`src/rtl/shift_register_word_loader_pkg.sv`:
```
// Shared types and constants for the shift register word loader.
package shift_loader_pkg;

  typedef enum logic [1:0] {
    IDLE  = 2'd0,
    SHIFT = 2'd1,
    DONE  = 2'd2
  } state_t;

  localparam logic DIR_LEFT  = 1'b0;
  localparam logic DIR_RIGHT = 1'b1;

endpackage

```
`src/rtl/shift_register_word_loader_bit_counter.sv`:
```
// Bit position counter for the word loader: clears on demand, steps once per
// shifted bit and flags the final bit position.
module shift_bit_counter #(
  parameter int MSB = 8
) (
  input  logic                     clk,
  input  logic                     resetn,
  input  logic                     clear,
  input  logic                     step,
  output logic [$clog2(MSB)-1:0]   count,
  output logic                     last
);

  localparam int CW = $clog2(MSB);

  logic [CW-1:0] count_q;
  logic [CW-1:0] count_d;

  always_comb begin
    count_d = count_q;
    if (clear) begin
      count_d = '0;
    end else if (step) begin
      count_d = count_q + CW'(1);
    end
  end

  always_ff @(posedge clk or negedge resetn) begin
    if (!resetn) begin
      count_q <= '0;
    end else begin
      count_q <= count_d;
    end
  end

  assign count = count_q;
  assign last  = (count_q == CW'(MSB - 1));

endmodule

```
`src/rtl/shift_register_word_loader.sv`:
```
// Word-level loader that serializes one parallel word onto a bidirectional
// shift register. Optional stall input enabled by macro LOADER_HOLD_EN.
module shift_register_word_loader #(
  parameter int MSB = 8
) (
  input  logic           clk,
  input  logic           resetn,
  input  logic           in_valid,
  output logic           in_ready,
  input  logic [MSB-1:0] in_data,
  input  logic           in_dir,
`ifdef LOADER_HOLD_EN
  input  logic           hold,
`endif
  output logic           indata,
  output logic           enable,
  output logic           direction,
  output logic           busy,
  output logic           done
);

  import shift_loader_pkg::*;

  localparam int CW = $clog2(MSB);

  state_t         state_q, state_d;
  logic [MSB-1:0] word_q, word_d;
  logic           dir_q, dir_d;
  logic           in_ready_q, in_ready_d;
  logic           enable_q, enable_d;
  logic           indata_q, indata_d;
  logic           busy_q, busy_d;
  logic           done_q, done_d;

  logic           cnt_clear;
  logic           cnt_step;
  logic [CW-1:0]  count;
  logic           last;
  logic [CW-1:0]  next_idx;
  logic [CW-1:0]  rev_idx;
  logic           next_bit;
  logic           hold_w;

`ifdef LOADER_HOLD_EN
  assign hold_w = hold;
`else
  assign hold_w = 1'b0;
`endif

  shift_bit_counter #(.MSB(MSB)) u_counter (
    .clk    (clk),
    .resetn (resetn),
    .clear  (cnt_clear),
    .step   (cnt_step),
    .count  (count),
    .last   (last)
  );

  // Outputs are registered one cycle ahead, so the bit selected here is the
  // one that will be on indata during the next cycle.
  always_comb begin
    state_d    = state_q;
    word_d     = word_q;
    dir_d      = dir_q;
    in_ready_d = in_ready_q;
    enable_d   = 1'b0;
    indata_d   = 1'b0;
    busy_d     = busy_q;
    done_d     = 1'b0;
    cnt_clear  = 1'b0;
    cnt_step   = 1'b0;
    next_idx   = enable_q ? (count + CW'(1)) : count;
    rev_idx    = CW'(MSB - 1) - next_idx;
    next_bit   = (dir_q == DIR_RIGHT) ? word_q[next_idx] : word_q[rev_idx];

    case (state_q)
      IDLE: begin
        in_ready_d = 1'b1;
        busy_d     = 1'b0;
        if (in_valid && in_ready_q) begin
          state_d    = SHIFT;
          word_d     = in_data;
          dir_d      = in_dir;
          cnt_clear  = 1'b1;
          in_ready_d = 1'b0;
          busy_d     = 1'b1;
          enable_d   = 1'b1;
          indata_d   = (in_dir == DIR_LEFT) ? in_data[MSB-1] : in_data[0];
        end
      end
      SHIFT: begin
        in_ready_d = 1'b0;
        busy_d     = 1'b1;
        if (enable_q && last) begin
          state_d   = DONE;
          done_d    = 1'b1;
          cnt_clear = 1'b1;
        end else begin
          cnt_step = enable_q;
          if (!hold_w) begin
            enable_d = 1'b1;
            indata_d = next_bit;
          end
        end
      end
      DONE: begin
        state_d    = IDLE;
        in_ready_d = 1'b1;
        busy_d     = 1'b0;
      end
      default: begin
        state_d    = IDLE;
        in_ready_d = 1'b1;
        busy_d     = 1'b0;
      end
    endcase
  end

  always_ff @(posedge clk or negedge resetn) begin
    if (!resetn) begin
      state_q    <= IDLE;
      word_q     <= '0;
      dir_q      <= 1'b0;
      in_ready_q <= 1'b1;
      enable_q   <= 1'b0;
      indata_q   <= 1'b0;
      busy_q     <= 1'b0;
      done_q     <= 1'b0;
    end else begin
      state_q    <= state_d;
      word_q     <= word_d;
      dir_q      <= dir_d;
      in_ready_q <= in_ready_d;
      enable_q   <= enable_d;
      indata_q   <= indata_d;
      busy_q     <= busy_d;
      done_q     <= done_d;
    end
  end

  assign in_ready  = in_ready_q;
  assign enable    = enable_q;
  assign indata    = indata_q;
  assign direction = dir_q;
  assign busy      = busy_q;
  assign done      = done_q;

endmodule

```
`config.mk`:
```
export PLATFORM = sky130hd
export DESIGN_NAME = shift_register_word_loader
export DESIGN_NICKNAME = d
export VERILOG_FILES = /design/src/rtl/shift_register_word_loader_pkg.sv /design/src/rtl/shift_register_word_loader_bit_counter.sv /design/src/rtl/shift_register_word_loader.sv
export SDC_FILE = /design/constraint.sdc
export NUM_CORES = 1
export LEC_CHECK = 0
export CORE_AREA = 2 2 49 51
export DETAILED_ROUTE_END_ITERATION = 16
export DIE_AREA = 0 0 51 53
export PLACE_DENSITY = 0.84
export REMOVE_ABC_BUFFERS = 1
export SYNTH_ARGS = -nofsm -noshare
export SYNTH_HDL_FRONTEND = slang
export SYNTH_SLANG_ARGS = --single-unit
```
`constraint.sdc`:
```
create_clock -name clk -period 2.2 [get_ports clk]
set_clock_uncertainty 0.1 [all_clocks]
set_input_delay 0.22 -clock clk [delete_from_list [all_inputs] [get_ports clk]]
set_output_delay 0.22 -clock clk [all_outputs]
set_load 0.01 [all_outputs]
```
==> flow_metrics.env <==
export IMPL_crit_start="u_counter.count[1]"
export IMPL_p_leak_nw=0.560
export IMPL_ios=18
export IMPL_insertedDiodeCount=0
export IMPL_r2r_slack_ns=0.08
export IMPL_arrival_ns=2.21
export IMPL_timing_hold_ws_ns=0.141
export IMPL_finalNetCount=116
export IMPL_synth_area_sq_um=1060
export IMPL_cp_max_fo=5
export IMPL_synthArstFlopShare=1.00
export IMPL_areaGrowthSynthToFinish_pct=22.1
export IMPL_placed_area_sq_um=1260
export IMPL_clkTransAtPathRegs_ns=0.11
export IMPL_synth_seq_area_share=0.451
export IMPL_die_h_microns=53
export IMPL_initial_core_util=0.492
export IMPL_r2r_start="u_counter.count[1]"
export IMPL_cts_root_buf="clkbuf_4"
export IMPL_remaining_drc_errors=0
export IMPL_cts_hold_buf=0
export IMPL_drt_pass1_iterations=4
export IMPL_synthCells=80
export IMPL_grt_pass1_wl_microns=3260
export IMPL_worst_pin_slew_ns=0.348
export IMPL_endpoint_kind="flop"
export IMPL_overflow=0
export IMPL_grt_max_degree=20
export IMPL_min_path_type="input port to asynchronous set/reset pin"
export IMPL_finalSetupTns_ns=0
export IMPL_ys_flop_type="dfrtp_1"
export IMPL_num_vias=727
export IMPL_wl_per_cell_microns=14.7
export IMPL_relSlewSlack=0.768
export IMPL_start_kind="flop"
export IMPL_fin_crit_ns=2.12
export IMPL_design_area_sq_um=1290
export IMPL_hpwlAfterDp_microns=1410
export IMPL_synth_cell_types=24
export IMPL_fin_ws_ns=0.0810
export IMPL_ys_seq_elements=19
export IMPL_power_density_nw_per_um2=1430
export IMPL_cts_buffers=3
export IMPL_status="finished clean"
export IMPL_drv_slew=0
export IMPL_syn_area_per_cell_sq_um=13.2
export IMPL_reg2regPathDepth=5
export IMPL_yosys_warnings=0
export IMPL_antenna_found_initial=0
export IMPL_fin_util=0.601
export IMPL_rsz0062_at_grt="no"
export IMPL_wirelength_microns=1900
export IMPL_via_per_inst=5.64
export IMPL_globalplace_congestion=0.846
export IMPL_rows=17
export IMPL_dp_slack_ns=0.0792
export IMPL_track_usage=0.167
export IMPL_hold_viol=0
export IMPL_criticalPathCategory="flop to flop"
export IMPL_cts_htree_levels=1
export IMPL_endpoint="indata"
export IMPL_synth_edf_count=0
export IMPL_fin_crit_sh=0.963
export IMPL_clk_latency_ns=0.30
export IMPL_layout_drive_gt1_share=0.257
export IMPL_max_cap_violations=0
export IMPL_drtIter0Drc=18
export IMPL_worst_ep_required_time_ns=2.29
export IMPL_die_x_microns=51
export IMPL_ant_nets=0
export IMPL_cts_tree="built"
export IMPL_cts_setup_buffers=0
export IMPL_port_buffers=17
export IMPL_clock_sinks=19
export IMPL_clock_fmax_mhz=472
export IMPL_reg2reg_to="indata"
export IMPL_ir_worst_vdd_uv=824
export IMPL_first_global_vias=718
export IMPL_clk_path_buf_depth=2
export IMPL_setup_viol=0
export IMPL_die_area_sq_um=2700
export IMPL_core_area_sq_um=2150
-- cells in the mapped netlist, types with 3 or more instances --
master	instances	area, sq um
a21oi_1	4	20.0
inv_1	3	11.3
nand2_1	11	41.3
mux2_2	12	135
mux4_1	5	131
dfrtp_1	18	450
mux2i_1	4	40.0
-- registers in the layout, indices dropped and copies added (netlist names) --
register and flops:
enable 1, indata 1, in_ready 1, state_q 2, direction 1, u_counter.count 3
busy 1, done 1, word_q 8
-- report_power, final --
group | internal [mW] | total (mW) | switching, mW | leakage (nW)
Clock | 0.0678 | 0.179 | 0.111 | 0.0177
Sequential | 0.514 | 0.679 | 0.165 | 0.229
Combinational | 0.616 | 0.985 | 0.369 | 0.314
Total | 1.20 | 1.84 | 0.645 | 0.560
-- area by class of cell --
| cell class | instances | area (sq um) |
|---|---|---|
| inverter | 3 | 11.3 |
| clock inverter | 1 | 5.00 |
| fill | 186 | 857 |
| tap | 28 | 35.0 |
| timing repair buffer | 21 | 200 |
| multi-input combinational | 54 | 541 |
| clock buffer | 3 | 22.5 |
| sequential | 19 | 477 |
-- through the flow --
stage          power [mW]  instances
2_1_floorplan        1.36         76
6_report             1.84        129
3_5_place_dp         1.67        125
3_3_place_gp         1.61        125
4_1_cts              1.85        129
5_1_grt              1.99        129
-- worst min-delay path by stage --
| stage | startpoint | slack [ns] | end |
|---|---|---|---|
| 2_1_floorplan | resetn | -0.18 | busy |
| 3_3_place_gp | state_q[1] | 0.40 | in_ready |
| 3_5_place_dp | state_q[1] | 0.40 | in_ready |
| 4_1_cts | resetn | 0.14 | done |
| 5_1_grt | resetn | 0.16 | direction |
| 6_report | resetn | 0.14 | direction |
-- placed cells by master (no fill, tap or decap), drive strengths merged --
cell type / count
o22ai: 1
inv: 3
dfrtp: 18
a21oi: 4
clkinv: 1
or3: 1
nand2: 11
nor2b: 2
dfstp: 1
nand2b: 1
clkdlybuf4s50: 17
o31ai: 1
a2111oi: 1
a31o: 1
buf: 4
ha: 2
clkbuf: 3
and3: 2
mux2i: 4
or2: 1
nand4b: 2
mux4: 7
nor3: 1
mux2: 12
-- routing by layer --
metal	routed length [microns]	GRT usage	up-vias
met5	0	0	-
met4	28	0.0721	0
met3	79	0.0367	2
met2	939	0.290	17
met1	847	0.198	364
li1	-	-	344
-- critical path, stage by stage, from the launching register on --
cell and delay, ns:
dfrtp_1 0.40, ha_2 0.38, mux4_1 0.56, mux2_2 0.27, o22ai_1 0.21, o31ai_1 0.09
-- cell families after synthesis --
logic type | share of synthesized area
flip-flops | 0.451
adder cells (fa/ha/maj) | 0.0237
AND/OR/NAND/NOR | 0.103
buffers and inverters | 0.0402
multiplexers | 0.333
AO/OA/AOI/OAI | 0.0497
-- timing repair --
item,4_1_cts,5_1_grt
endpoints found under the setup margin,0,1
hold endpoints to repair,0,0
gates resized for setup,0,1
No activity file was read; power rests on OpenSTA's default activity.
